==> src/rtl/urt_tx_resp_if.sv <==
// urt_tx_resp_if
//   Bundles the signals of the response framer: the read-request pulses from
//   the command parser, the req/vld value-fetch handshake toward the parameter
//   source, the UART TX FIFO write port, and the busy flag.
//
//   Signals
//     i_rd_req       [19:0]  one-hot read-request pulses, bit k = parameter k
//     o_val_req              value fetch request, held until i_val_vld
//     o_val_sel      [4:0]   parameter index being fetched
//     i_val_dat      [31:0]  value returned by the parameter source
//     i_val_vld              single-cycle qualifier for i_val_dat
//     o_urttx_wr_en          TX FIFO write strobe
//     o_urttx_wr_dat [7:0]   TX FIFO write byte
//     i_urttx_full           TX FIFO programmable-full flag
//     o_busy                 framer not idle
//
//   Modports
//     master  the framer itself (drives the o_* signals)
//     slave   the surroundings: parser, parameter source, TX FIFO
interface urt_tx_resp_if;
  logic [19:0] i_rd_req;
  logic        o_val_req;
  logic [4:0]  o_val_sel;
  logic [31:0] i_val_dat;
  logic        i_val_vld;
  logic        o_urttx_wr_en;
  logic [7:0]  o_urttx_wr_dat;
  logic        i_urttx_full;
  logic        o_busy;

  modport master (
    input  i_rd_req, i_val_dat, i_val_vld, i_urttx_full,
    output o_val_req, o_val_sel, o_urttx_wr_en, o_urttx_wr_dat, o_busy
  );

  modport slave (
    output i_rd_req, i_val_dat, i_val_vld, i_urttx_full,
    input  o_val_req, o_val_sel, o_urttx_wr_en, o_urttx_wr_dat, o_busy
  );
endinterface

==> src/rtl/urt_tx_resp.sv <==
// urt_tx_resp
//   Response framer behind the UART command parser. Read-request pulses for
//   the 20 channel-0/1 parameters are collected in a pending set and served
//   lowest index first. For each one the value is fetched from the parameter
//   source (req/vld handshake, with a timeout), then an 8-byte frame
//     EB 90 stat id d[31:24] d[23:16] d[15:8] d[7:0]
//   is written into the UART TX FIFO, one byte per write. stat is B0 for a
//   good fetch and BF (with data FFFFFFFF) on timeout. id is the BCD-looking
//   code 00..09 for channel 0 and 10..19 for channel 1.
//
//   Ports
//     clk   system clock, rising edge
//     rst   synchronous active-high reset
//     bus   urt_tx_resp_if.master (request, fetch, TX FIFO and busy signals)
//
//   Parameter
//     VAL_TIMEOUT  cycles o_val_req stays high without i_val_vld before a
//                  timeout frame is sent (1..65535)
module urt_tx_resp #(
  parameter int unsigned VAL_TIMEOUT = 255
) (
  input  logic          clk,
  input  logic          rst,
  urt_tx_resp_if.master bus
);

  typedef enum logic [1:0] {
    IDLE  = 2'd0,
    FETCH = 2'd1,
    SEND  = 2'd2
  } state_t;

  localparam logic [15:0] TMO_LAST = 16'(VAL_TIMEOUT - 1);

  state_t      state;
  state_t      state_nxt;
  logic [19:0] pending;
  logic [19:0] clr_mask;
  logic [4:0]  low_idx;
  logic [4:0]  idx;
  logic [15:0] tmo_cnt;
  logic [31:0] dat;
  logic [7:0]  stat;
  logic [3:0]  cnt;
  logic        grant;
  logic        take_vld;
  logic        take_tmo;
  logic        issue;

  // Channel 1 indices 10..19 map to ids 0x10..0x19.
  function automatic logic [7:0] frame_id(input logic [4:0] ix);
    return (ix < 5'd10) ? {3'b000, ix} : ({3'b000, ix} + 8'd6);
  endfunction

  function automatic logic [7:0] frame_byte(input logic [2:0]  n,
                                            input logic [7:0]  st,
                                            input logic [4:0]  ix,
                                            input logic [31:0] d);
    logic [7:0] b;
    case (n)
      3'd0:    b = 8'hEB;
      3'd1:    b = 8'h90;
      3'd2:    b = st;
      3'd3:    b = frame_id(ix);
      3'd4:    b = d[31:24];
      3'd5:    b = d[23:16];
      3'd6:    b = d[15:8];
      default: b = d[7:0];
    endcase
    return b;
  endfunction

  // Lowest set pending bit wins: scan downward so the last hit is the lowest.
  always_comb begin
    low_idx = '0;
    for (int k = 19; k >= 0; k--) begin
      if (pending[k]) low_idx = 5'(k);
    end
  end

  always_ff @(posedge clk) begin
    if (rst) state <= IDLE;
    else     state <= state_nxt;
  end

  // cnt runs to 8 in SEND: value 8 is the cycle in which byte 7 lands in the
  // FIFO, so the frame is fully written before the framer reports idle.
  always_comb begin
    state_nxt = state;
    grant     = 1'b0;
    take_vld  = 1'b0;
    take_tmo  = 1'b0;
    issue     = 1'b0;
    clr_mask  = '0;
    case (state)
      IDLE: begin
        if (|pending) begin
          grant     = 1'b1;
          clr_mask  = 20'd1 << low_idx;
          state_nxt = FETCH;
        end
      end
      FETCH: begin
        if (bus.i_val_vld) begin
          take_vld  = 1'b1;
          state_nxt = SEND;
        end else if (tmo_cnt == TMO_LAST) begin
          take_tmo  = 1'b1;
          state_nxt = SEND;
        end
      end
      SEND: begin
        if (cnt == 4'd8)              state_nxt = IDLE;
        else if (!bus.i_urttx_full)   issue     = 1'b1;
      end
      default: state_nxt = IDLE;
    endcase
  end

  // Control registers. A new request ORs in after the clear, so a re-request
  // of the index just granted pends again.
  always_ff @(posedge clk) begin
    if (rst) begin
      pending            <= '0;
      idx                <= '0;
      tmo_cnt            <= '0;
      cnt                <= '0;
      bus.o_urttx_wr_en  <= 1'b0;
      bus.o_urttx_wr_dat <= '0;
    end else begin
      pending <= (pending & ~clr_mask) | bus.i_rd_req;
      if (grant) begin
        idx     <= low_idx;
        tmo_cnt <= '0;
      end else if (state == FETCH) begin
        tmo_cnt <= tmo_cnt + 16'd1;
      end
      if (take_vld || take_tmo) cnt <= '0;
      else if (issue)           cnt <= cnt + 4'd1;
      // Full is sampled here, one cycle ahead of the write it gates.
      bus.o_urttx_wr_en <= issue;
      if (issue) bus.o_urttx_wr_dat <= frame_byte(cnt[2:0], stat, idx, dat);
    end
  end

  // Fetched value and status; pure data, no reset.
  always_ff @(posedge clk) begin
    if (take_vld) begin
      dat  <= bus.i_val_dat;
      stat <= 8'hB0;
    end else if (take_tmo) begin
      dat  <= 32'hFFFF_FFFF;
      stat <= 8'hBF;
    end
  end

  assign bus.o_val_req = (state == FETCH);
  assign bus.o_val_sel = idx;
  assign bus.o_busy    = (state != IDLE);

endmodule

==> src/flat_wrapper.sv <==
// flat-port wrapper written by rule: the top's interface ports become plain ports
module urt_tx_resp_flat 
#(
  parameter int unsigned VAL_TIMEOUT = 255
)
  (clk, rst, bus_i_rd_req, bus_i_val_dat, bus_i_val_vld, bus_i_urttx_full, bus_o_val_req, bus_o_val_sel, bus_o_urttx_wr_en, bus_o_urttx_wr_dat, bus_o_busy);
  urt_tx_resp_if bus_i ();
  input  logic clk;
  input  logic rst;
  input wire logic [$bits(bus_i.i_rd_req)-1:0] bus_i_rd_req;
  input wire logic [$bits(bus_i.i_val_dat)-1:0] bus_i_val_dat;
  input wire logic [$bits(bus_i.i_val_vld)-1:0] bus_i_val_vld;
  input wire logic [$bits(bus_i.i_urttx_full)-1:0] bus_i_urttx_full;
  output wire logic [$bits(bus_i.o_val_req)-1:0] bus_o_val_req;
  output wire logic [$bits(bus_i.o_val_sel)-1:0] bus_o_val_sel;
  output wire logic [$bits(bus_i.o_urttx_wr_en)-1:0] bus_o_urttx_wr_en;
  output wire logic [$bits(bus_i.o_urttx_wr_dat)-1:0] bus_o_urttx_wr_dat;
  output wire logic [$bits(bus_i.o_busy)-1:0] bus_o_busy;
  assign bus_i.i_rd_req = bus_i_rd_req;
  assign bus_i.i_val_dat = bus_i_val_dat;
  assign bus_i.i_val_vld = bus_i_val_vld;
  assign bus_i.i_urttx_full = bus_i_urttx_full;
  assign bus_o_val_req = bus_i.o_val_req;
  assign bus_o_val_sel = bus_i.o_val_sel;
  assign bus_o_urttx_wr_en = bus_i.o_urttx_wr_en;
  assign bus_o_urttx_wr_dat = bus_i.o_urttx_wr_dat;
  assign bus_o_busy = bus_i.o_busy;
  urt_tx_resp #(.VAL_TIMEOUT(VAL_TIMEOUT)) u_core (.clk(clk), .rst(rst), .bus(bus_i));
endmodule
==> config.mk <==
export PLATFORM = sky130hd
export DESIGN_NAME = urt_tx_resp_flat
export DESIGN_NICKNAME = d
export VERILOG_FILES = /design/src/rtl/urt_tx_resp_if.sv /design/src/rtl/urt_tx_resp.sv /design/src/flat_wrapper.sv
export SDC_FILE = /design/constraint.sdc
export NUM_CORES = 1
export LEC_CHECK = 0
export BUFFER_PORTS_ARGS = -buffer_cell sky130_fd_sc_hd__buf_2
export CORE_MARGIN = 4
export CORE_UTILIZATION = 35
export CTS_BUF_LIST = sky130_fd_sc_hd__clkbuf_8
export DETAILED_ROUTE_END_ITERATION = 7
export GPL_ROUTABILITY_DRIVEN = 0
export HOLD_SLACK_MARGIN = 0.05
export PLACE_DENSITY = 0.54
export RECOVER_POWER = 25
export SLEW_MARGIN = 10
export SYNTH_ARGS = -nofsm -noshare
export SYNTH_HDL_FRONTEND = slang
export SYNTH_SLANG_ARGS = --single-unit
==> constraint.sdc <==
create_clock -name clk -period 3.21 [get_ports clk]
set_input_delay 0.321 -clock clk [delete_from_list [all_inputs] [get_ports clk]]
set_output_delay 0.321 -clock clk [all_outputs]
set_load 0.01 [all_outputs]
==> impl_metrics.json, run 1 <==
{
  "status": "complete, no violations",
  "vias_per_cell": 5.21,
  "leakagePower_nw": 1.72,
  "fin_crit_sh": 0.773,
  "drive_gt1_frac": 0.246,
  "synth-edff-count": 32,
  "fillers": 1193,
  "ctsHoldBuffers": 0,
  "grt_max_degree": 40,
  "report.final.setup_viol": 0,
  "antenna_cells": 0,
  "yosys_warnings": 0,
  "yosysSeqAreaShare": 0.493,
  "cts.sinks": 89,
  "fin_tns_setup_ns": 0,
  "start_util": 0.357,
  "num_vias": 3417,
  "antenna_found_initial": 0,
  "row_count": 40,
  "max_freq_ghz": 0.403,
  "final-seq-area_sq_um": 2100,
  "cts-root-buf": "clkbuf_8",
  "min_period_ns": 2.48,
  "first_pass_iters": 5,
  "netlist-cell-type-count": 61,
  "synth_fp_nets": 499,
  "synthFlopType": "dfxtp_1",
  "critPathMaxFanout": 11,
  "power_mw": 2.41,
  "crit_path_start_kind": "flop",
  "die-area_sq_um": 14000,
  "cts-resized-gates": 0,
  "syn_area_sq_um": 4270,
  "grt_pass1_wl_microns": 16400,
  "synth_cells": 435,
  "post-route-drc-count": 0,
  "rsz0062_at_grt": "false",
  "die_w_microns": 118,
  "clk_latency_ns": 0.37,
  "synth_top_area_frac": 0.267,
  "post_cts_buffers": 0,
  "clock_path_buffers": 2,
  "synth_top_cells_by_area": "dfxtp_1, edfxtp_1, nor2_1",
  "ir_drop_v": 0.000200,
  "nets": 568,
  "async_flop_share": 0,
  "tightest_slew_ns": 0.748,
  "worst_setup_path_end_kind": "flop",
  "hold_viol_final": 0,
  "maxCapViolations": 0,
  "ff2ff_path_depth": 6,
  "holdPathStages": 3,
  "dieHeight_microns": 118,
  "grtUsageTotal": 0.144,
  "worstPathArrival_ns": 2.79,
  "skew_ns": 0.0141,
  "ys_seq_elements": 89,
  "synth_top_area_cell": "dfxtp_1",
  "crit_type": "reg2reg",
  "wl_per_cell_microns": 15.2,
  "coreArea_sq_um": 12000,
  "postRouteAntennaNets": 0,
  "syn_avg_cell_area_sq_um": 9.81,
  "gr-total-overflow": 0,
  "slew_viol_final": 0,
  "port_buffers": 71,
  "slew_headroom": 0.500,
  "dp_hpwl_microns": 7260,
  "tritoncts": "built",
  "wirelength_microns": 9980,
  "worstHoldPathType": "in2reg",
  "multiInputGateArea_sq_um": 2020,
  "htree_num_levels": 3,
  "drtIter0Drc": 153,
  "power.density_nw_per_um2": 488,
  "path_clk_slew_ns": 0.10,
  "grt_pass1_vias": 3315,
  "syn_to_final_growth_pct": 15.8,
  "cts_buffers": 9,
  "worstPathRequired_ns": 3.52,
  "io_pins": 72
}
synthesized netlist by cell type, drive strengths merged, types with 8 or more instances:
library cell,number
xor2,10
a311oi,10
nand2,22
or2,34
inv,15
o21ai,12
a211oi,9
ha,8
a21oi,22
edfxtp,32
dfxtp,57
nor3,8
nor2,75
clkbuf,14
kinds of logic (layout without fill, tap and decap cells):
group	after synthesis	in the layout	synth area share
buffers and inverters	33	107	0.0346
adders and majority gates	8	8	0.0235
and+or+nand+nor	193	193	0.250
DFF	89	89	0.493
AOI/OAI and AO/OA	93	93	0.159
xor gates and xnor gates	17	17	0.0349
muxes	2	2	0.00498
final timing paths:
kind,slack (ns),to,startpoint
worst max-delay path,0.73,u_core.tmo_cnt[4]$_SDFFE_PP0P_,u_core.pending[12]$_SDFF_PP0_
worst min-delay path,0.17,u_core.pending[2]$_SDFF_PP0_,bus_i_rd_req[2]
worst max register to register,0.73,u_core.tmo_cnt[4]$_SDFFE_PP0P_,u_core.pending[12]$_SDFF_PP0_
worst min register to register,0.46,u_core.bus.o_urttx_wr_dat[1]$_SDFFE_PP0P_,u_core.bus.o_urttx_wr_dat[1]$_SDFFE_PP0P_
layout by cell type (no fill, tap or decap), types with 6 or more instances in the layout:
master | netlist | final
clkbuf_8 | 0 | 9
clkbuf_1 | 14 | 15
nor3_1 | 8 | 8
nor2_1 | 65 | 65
a211oi_1 | 8 | 8
or4_1 | 6 | 7
or2_2 | 34 | 34
buf_2 | 0 | 57
ha_1 | 8 | 8
nor2_4 | 10 | 10
xor2_1 | 10 | 10
a311oi_1 | 10 | 10
nand2_1 | 22 | 22
o21ai_0 | 11 | 11
a222oi_1 | 6 | 6
inv_1 | 15 | 15
a21oi_1 | 22 | 22
xnor2_1 | 7 | 7
edfxtp_1 | 32 | 32
dfxtp_1 | 57 | 57
area by class of cell:
class,instances,share of cell area
clock inverters,7,0.0187
flip-flops and latches,89,0.425
repair buffers,75,0.0737
clock buffers,9,0.0251
well taps,147,0.0372
inverters,16,0.0121
multi-input cells,313,0.408
state kept, by name, indices dropped and copies added, names as in the netlist:
signal and count:
u_core.dat 32, u_core.cnt 4, u_core.stat 1, u_core.bus.o_val_sel 5, u_core.state 2, u_core.bus.o_urttx_wr_en 1, u_core.pending 20, u_core.bus.o_urttx_wr_dat 8
u_core.tmo_cnt 16
metal layers:
metal | track usage | share of wire
met1 | 0.206 | 0.51
met2 | 0.220 | 0.44
met3 | 0.0268 | 0.035
met4 | 0.0500 | 0.014
met5 | 0 | 0
metrics by stage:
stage,std cells,util,hold slack (ns),instance area (sq um),setup WS (ns)
floorplan,435,-,0.438,4270,0.184
global placement,640,0.397,0.444,4750,0.827
detailed placement,640,0.397,0.447,4750,0.794
CTS,656,0.415,0.159,4970,0.785
global route,656,0.413,0.155,4940,0.587
finish,656,0.413,0.172,4940,0.729
critical path, cell delays in order (launching register included):
cell and delay (ns):
dfxtp_1 0.34, or4_1 0.59, or4_1 0.63, o21ai_4 0.29, nand2b_2 0.17, buf_4 0.26, nor2_1 0.12
power breakdown:
group	total (mW)	switching, mW	internal [mW]
sequential	1.26	0.0444	1.22
combinational	0.295	0.177	0.118
clock	0.855	0.469	0.386
No activity file was read; power rests on OpenSTA's default activity.
==> run 2, diff against run 1 <==
--- a/config.mk
+++ b/config.mk
@@ -5,6 +5,7 @@
 export SDC_FILE = /design/constraint.sdc
 export NUM_CORES = 1
 export LEC_CHECK = 0
+export ABC_AREA = 1
 export BUFFER_PORTS_ARGS = -buffer_cell sky130_fd_sc_hd__buf_2
 export CORE_MARGIN = 4
 export CORE_UTILIZATION = 35
@@ -12,7 +13,7 @@
 export DETAILED_ROUTE_END_ITERATION = 7
 export GPL_ROUTABILITY_DRIVEN = 0
 export HOLD_SLACK_MARGIN = 0.05
-export PLACE_DENSITY = 0.54
+export PLACE_DENSITY = 0.52
 export RECOVER_POWER = 25
 export SLEW_MARGIN = 10
 export SYNTH_ARGS = -nofsm -noshare
==> constraint.sdc (replaced) <==
create_clock -name clk -period 2.5 [get_ports clk]
set_input_delay 0.25 -clock clk [delete_from_list [all_inputs] [get_ports clk]]
set_output_delay 0.25 -clock clk [all_outputs]
set_load 0.01 [all_outputs]
==> impl_metrics.json, run 2 <==
{
  "hold_ws_ns": 0.0726,
  "postRouteAntennaNets": 0,
  "fin_crit_sh": 0.861,
  "drtIter0Drc": 194,
  "grt_pass1_wl_microns": 17300,
  "syn_area_sq_um": 4390,
  "crit_top_cell": "inv_1",
  "path_clk_slew_ns": 0.10,
  "worstHoldPathType": "in2reg",
  "grt_max_degree": 33,
  "crit_path_start_kind": "flop",
  "synth_cells": 550,
  "synth_top_cells_by_area": "dfxtp_1, edfxtp_1, inv_1",
  "grt_pass1_vias": 3676,
  "path_depth": 6,
  "port_buffers": 71,
  "leakagePower_nw": 2.15,
  "tritoncts": "built",
  "dieHeight_microns": 120,
  "yosysMostFrequentCell": "inv_1",
  "ff2ff_path_depth": 6,
  "syn_avg_cell_area_sq_um": 7.98,
  "grtUsageTotal": 0.149,
  "crit_chain": "inv_1 -> ha_1 -> a2111oi_2 -> inv_1 -> o221ai_1 -> a21oi_1",
  "htree_num_levels": 3,
  "gr-total-overflow": 0,
  "wirelength_microns": 10300,
  "holdPathStages": 3,
  "worst_setup_path_end_kind": "flop",
  "async_flop_share": 0,
  "min_period_ns": 2.15,
  "crit_slowest_cell": "a2111oi_2",
  "wl_per_cell_microns": 12.9,
  "synth-simple-area-share": 0.230,
  "die-area_sq_um": 14400,
  "crit_type": "reg2reg",
  "final_core_util": 0.422,
  "status": "complete, no violations",
  "io_pins": 72,
  "critPathMaxFanout": 11,
  "tightest_slew_ns": 0.603,
  "skew_ns": 0.0133,
  "synth_fp_nets": 614,
  "netlist-cell-type-count": 47,
  "synthMuxAreaShare": 0,
  "worstPathRequired_ns": 2.76,
  "reg.largest.list": "u_core.dat: 32 flops, u_core.pending: 20 flops, u_core.tmo_cnt: 16 flops",
  "power_mw": 3.22,
  "coreArea_sq_um": 12200,
  "dp_hpwl_microns": 7750,
  "synth_top_area_cell": "dfxtp_1",
  "slew_headroom": 0.598,
  "cp_top_family": "compound AO/OA/AOI/OAI gates",
  "cts_buffers": 9,
  "ctsHoldBuffers": 0,
  "clock_path_buffers": 2,
  "cp_num_buf_inv": 2,
  "synthFlopType": "dfxtp_1",
  "worstPathArrival_ns": 2.41,
  "report.final.setup_viol": 0,
  "cp_slowest_stage_delay_ns": 0.55,
  "synth_top_area_frac": 0.260,
  "synth.cells.most_frequent": "inv_1, nand2_1, dfxtp_1",
  "num_vias": 3630,
  "maxCapViolations": 0,
  "mostFrequentLayoutCells": "inv_1, nand2_1, buf_2, dfxtp_1, a21oi_1",
  "cts-resized-gates": 0,
  "vias_per_cell": 4.55,
  "nets": 689,
  "start_util": 0.361,
  "synth-edff-count": 32,
  "synth_xor_area_frac": 0.00399,
  "rsz0062_at_grt": "false",
  "antenna_found_initial": 0,
  "yosys_warnings": 0,
  "synth_top_family_by_area": "simple AND/OR/NAND/NOR gates",
  "synth_compound_area_frac": 0.147,
  "drive_gt1_frac": 0.184,
  "cts-root-buf": "clkbuf_8",
  "clk_latency_ns": 0.38,
  "ir_drop_v": 0.000309,
  "syn_to_final_growth_pct": 16.8,
  "die_w_microns": 120,
  "first_pass_iters": 4,
  "hold_viol_final": 0,
  "ys_seq_elements": 89,
  "largest_register_ffs": 32,
  "post-route-drc-count": 0,
  "yosys.area_share.adder": 0.0228,
  "regMostFlops": "u_core.dat",
  "antenna_cells": 0,
  "power.density_nw_per_um2": 628,
  "yosysSeqAreaShare": 0.479,
  "post_cts_buffers": 0,
  "final_common_cell": "inv_1",
  "slew_viol_final": 0,
  "row_count": 40,
  "fin_tns_setup_ns": 0,
  "max_freq_ghz": 0.464,
  "cts.sinks": 89
}
==> run 2: through the flow <==
stage,instances,setup slack (ns),cell area (sq um)
after global placement,782,0.372,4940
final,798,0.346,5130
after global routing,798,0.111,5130
after detailed placement,782,0.319,4940
after floorplan,550,0.170,4390
after CTS,798,0.307,5150
==> run 2: path summary, 6_finish.rpt <==
kind,startpoint,to,slack [ns]
max reg2reg,u_core.cnt[0]$_SDFFE_PP0P_,u_core.bus.o_urttx_wr_dat[2]$_SDFFE_PP0P_,0.35
min,bus_i_rd_req[0],u_core.pending[0]$_SDFF_PP0_,0.07
max,u_core.cnt[0]$_SDFFE_PP0P_,u_core.bus.o_urttx_wr_dat[2]$_SDFFE_PP0P_,0.35
min reg2reg,u_core.bus.o_urttx_wr_dat[5]$_SDFFE_PP0P_,u_core.bus.o_urttx_wr_dat[5]$_SDFFE_PP0P_,0.47
==> run 2: metal layers <==
layer | wire [microns] | up-vias | track usage | share of wire
li1 | - | 1928 | - | -
met1 | 4830 | 1616 | 0.192 | 0.47
met2 | 4730 | 70 | 0.240 | 0.46
met3 | 501 | 16 | 0.0401 | 0.049
met4 | 235 | 0 | 0.0558 | 0.023
met5 | 0 | - | 0 | 0
==> run 2: tightest hold or removal path, delay by kind of cell <==
kind | cells | cell delay, ns
compound gates | 1 | 0.03
buf+inv | 1 | 0.08
simple gates | 1 | 0.07
==> run 2: cell type report <==
class | instances | area, sq um
timing repair buffer | 75 | 365
fill | 1295 | 7030
sequential | 89 | 2100
clock inverter | 7 | 82.6
inverter | 124 | 465
tap | 168 | 210
multi-input combinational | 326 | 1780
clock buffer | 9 | 124
==> run 2: power by group <==
group | total [mW] | switching (mW) | internal [mW]
logic | 0.495 | 0.337 | 0.158
registers | 1.65 | 0.0520 | 1.60
clock network | 1.07 | 0.590 | 0.482
total | 3.22 | 0.979 | 2.24
==> run 2: logic make-up (layout without fill, tap and decap cells) <==
group           count (synthesis)  in the layout
buf+inv                       135            215
xor+xnor                        2              2
fa+ha+maj                       8              8
compound gates                106            106
flops                          89             89
simple gates                  210            210
==> run 3, diff against run 2 <==
--- a/config.mk
+++ b/config.mk
@@ -7,13 +7,15 @@
 export LEC_CHECK = 0
 export ABC_AREA = 1
 export BUFFER_PORTS_ARGS = -buffer_cell sky130_fd_sc_hd__buf_2
+export CELL_PAD_IN_SITES_DETAIL_PLACEMENT = 1
+export CELL_PAD_IN_SITES_GLOBAL_PLACEMENT = 1
 export CORE_MARGIN = 4
 export CORE_UTILIZATION = 35
 export CTS_BUF_LIST = sky130_fd_sc_hd__clkbuf_8
 export DETAILED_ROUTE_END_ITERATION = 7
 export GPL_ROUTABILITY_DRIVEN = 0
 export HOLD_SLACK_MARGIN = 0.05
-export PLACE_DENSITY = 0.52
+export PLACE_DENSITY = 0.67
 export RECOVER_POWER = 25
 export SLEW_MARGIN = 10
 export SYNTH_ARGS = -nofsm -noshare
==> constraint.sdc (replaced) <==
create_clock -name clk -period 2.5 [get_ports clk]
set_input_delay 0.25 -clock clk [delete_from_list [all_inputs] [get_ports clk]]
set_output_delay 0.25 -clock clk [all_outputs]
set_load 0.05 [all_outputs]
==> impl_metrics.json, run 3 (same netlist as run 2, synthesis figures left out) <==
{
  "status": "complete, no violations",
  "io_pins": 72,
  "tightest_slew_ns": 0.623,
  "start_util": 0.361,
  "fin_tns_setup_ns": 0,
  "cts-resized-gates": 0,
  "worstPathRequired_ns": 2.74,
  "ir_drop_v": 0.000207,
  "grt_pass1_wl_microns": 19100,
  "postRouteAntennaNets": 0,
  "regMostFlops": "u_core.dat",
  "leakagePower_nw": 2.17,
  "drtIter0Drc": 125,
  "reg.largest.list": "u_core.dat: 32 flops, u_core.pending: 20 flops, u_core.tmo_cnt: 16 flops",
  "pwr-share-comb": 0.166,
  "switching_share": 0.284,
  "skew_ns": 0.00660,
  "switchingPower_mw": 0.985,
  "seq_power_share": 0.478,
  "crit_type": "reg2reg",
  "htree_num_levels": 3,
  "antenna_cells": 0,
  "max_freq_ghz": 0.448,
  "dieHeight_microns": 120,
  "crit_path_start_kind": "flop",
  "clk_latency_ns": 0.36,
  "worst_setup_path_end_kind": "flop",
  "cp_slowest_stage_delay_ns": 0.62,
  "crit_top_cell": "inv_1",
  "power.density_nw_per_um2": 669,
  "path_clk_slew_ns": 0.09,
  "cp_top_family": "compound AO/OA/AOI/OAI gates",
  "largest_register_ffs": 32,
  "vias_per_cell": 4.72,
  "die_w_microns": 120,
  "report.final.setup_viol": 0,
  "mostFrequentLayoutCells": "inv_1, nand2_1, dfxtp_1",
  "slew_headroom": 0.587,
  "critPathMaxFanout": 11,
  "num_vias": 3765,
  "wl_per_cell_microns": 14.1,
  "post_cts_buffers": 0,
  "p_clk_frac": 0.356,
  "maxCapViolations": 0,
  "syn_to_final_growth_pct": 17.8,
  "port_buffers": 71,
  "clock_path_buffers": 2,
  "cts-root-buf": "clkbuf_8",
  "min_period_ns": 2.23,
  "wirelength_microns": 11300,
  "hold_viol_final": 0,
  "gr-total-overflow": 0,
  "crit_chain": "inv_1 -> ha_1 -> a2111oi_2 -> inv_1 -> o221ai_1 -> a21oi_1",
  "worstHoldPathType": "in2reg",
  "fin_crit_sh": 0.894,
  "ctsHoldBuffers": 0,
  "dp_hpwl_microns": 8930,
  "crit_slowest_cell": "a2111oi_2",
  "die-area_sq_um": 14400,
  "drive_gt1_frac": 0.183,
  "cts.sinks": 89,
  "antenna_found_initial": 0,
  "tritoncts": "built",
  "first_pass_iters": 4,
  "coreArea_sq_um": 12200,
  "intPower_mw": 2.48,
  "final_common_cell": "inv_1",
  "grtUsageTotal": 0.163,
  "slew_viol_final": 0,
  "grt_max_degree": 33,
  "post-route-drc-count": 0,
  "worstPathArrival_ns": 2.47,
  "cts_buffers": 9,
  "final_core_util": 0.426,
  "grt_pass1_vias": 3947,
  "nets": 689,
  "row_count": 40,
  "cp_num_buf_inv": 2,
  "rsz0062_at_grt": "false"
}
run 3: cell type report:
cell class,instances,area [sq um]
Fill cell,1523,6990
Sequential cell,89,2100
Multi-Input combinational cell,326,1780
Inverter,124,465
Timing Repair Buffer,75,364
Tap cell,168,210
Clock buffer,11,151
Clock inverter,5,103
run 3: power groups by stage:
stage	sequential (mW)	combinational (mW)	clock (mW)
after floorplan	1.73	0.356	0
after CTS	1.66	0.590	1.27
after global routing	1.67	0.641	1.32
after global placement	1.69	0.570	0
after detailed placement	1.69	0.587	0
final	1.66	0.574	1.23
run 3: worst paths after layout:
check | slack, ns | from | endpoint | cells after the start
worst max-delay path | 0.27 | u_core.cnt[0]$_SDFFE_PP0P_ | u_core.bus.o_urttx_wr_dat[1]$_SDFFE_PP0P_ | 6
worst min-delay path | 0.10 | bus_i_rd_req[0] | u_core.pending[0]$_SDFF_PP0_ | 3
worst max register to register | 0.27 | u_core.cnt[0]$_SDFFE_PP0P_ | u_core.bus.o_urttx_wr_dat[1]$_SDFFE_PP0P_ | 6
worst min register to register | 0.48 | u_core.bus.o_urttx_wr_dat[1]$_SDFFE_PP0P_ | u_core.bus.o_urttx_wr_dat[1]$_SDFFE_PP0P_ | 2
run 3: per-layer routing:
metal | vias up | global-route usage | share of wire
met1 | 1769 | 0.201 | 0.45
met2 | 65 | 0.291 | 0.50
met5 | - | 0 | 0
met3 | 10 | 0.0316 | 0.040
li1 | 1921 | - | -
met4 | 0 | 0.0422 | 0.012
run 3: metrics by stage:
step	setup WS, ns	cells	hold slack, ns	power [mW]	instance area (sq um)
after global routing	0.0275	798	0.0915	3.63	5170
after global placement	0.370	782	0.455	2.26	4940
after detailed placement	0.265	782	0.464	2.28	4940
final	0.266	798	0.100	3.46	5170
after floorplan	0.159	550	0.344	2.08	4390
after CTS	0.234	798	0.0844	3.51	5200
run 3: worst register-to-register path, stage by stage (launching register included):
cell and delay (ns):
dfxtp_1 0.41, inv_1 0.11, ha_1 0.27, a2111oi_2 0.62
inv_1 0.33, o221ai_1 0.28, a21oi_1 0.09
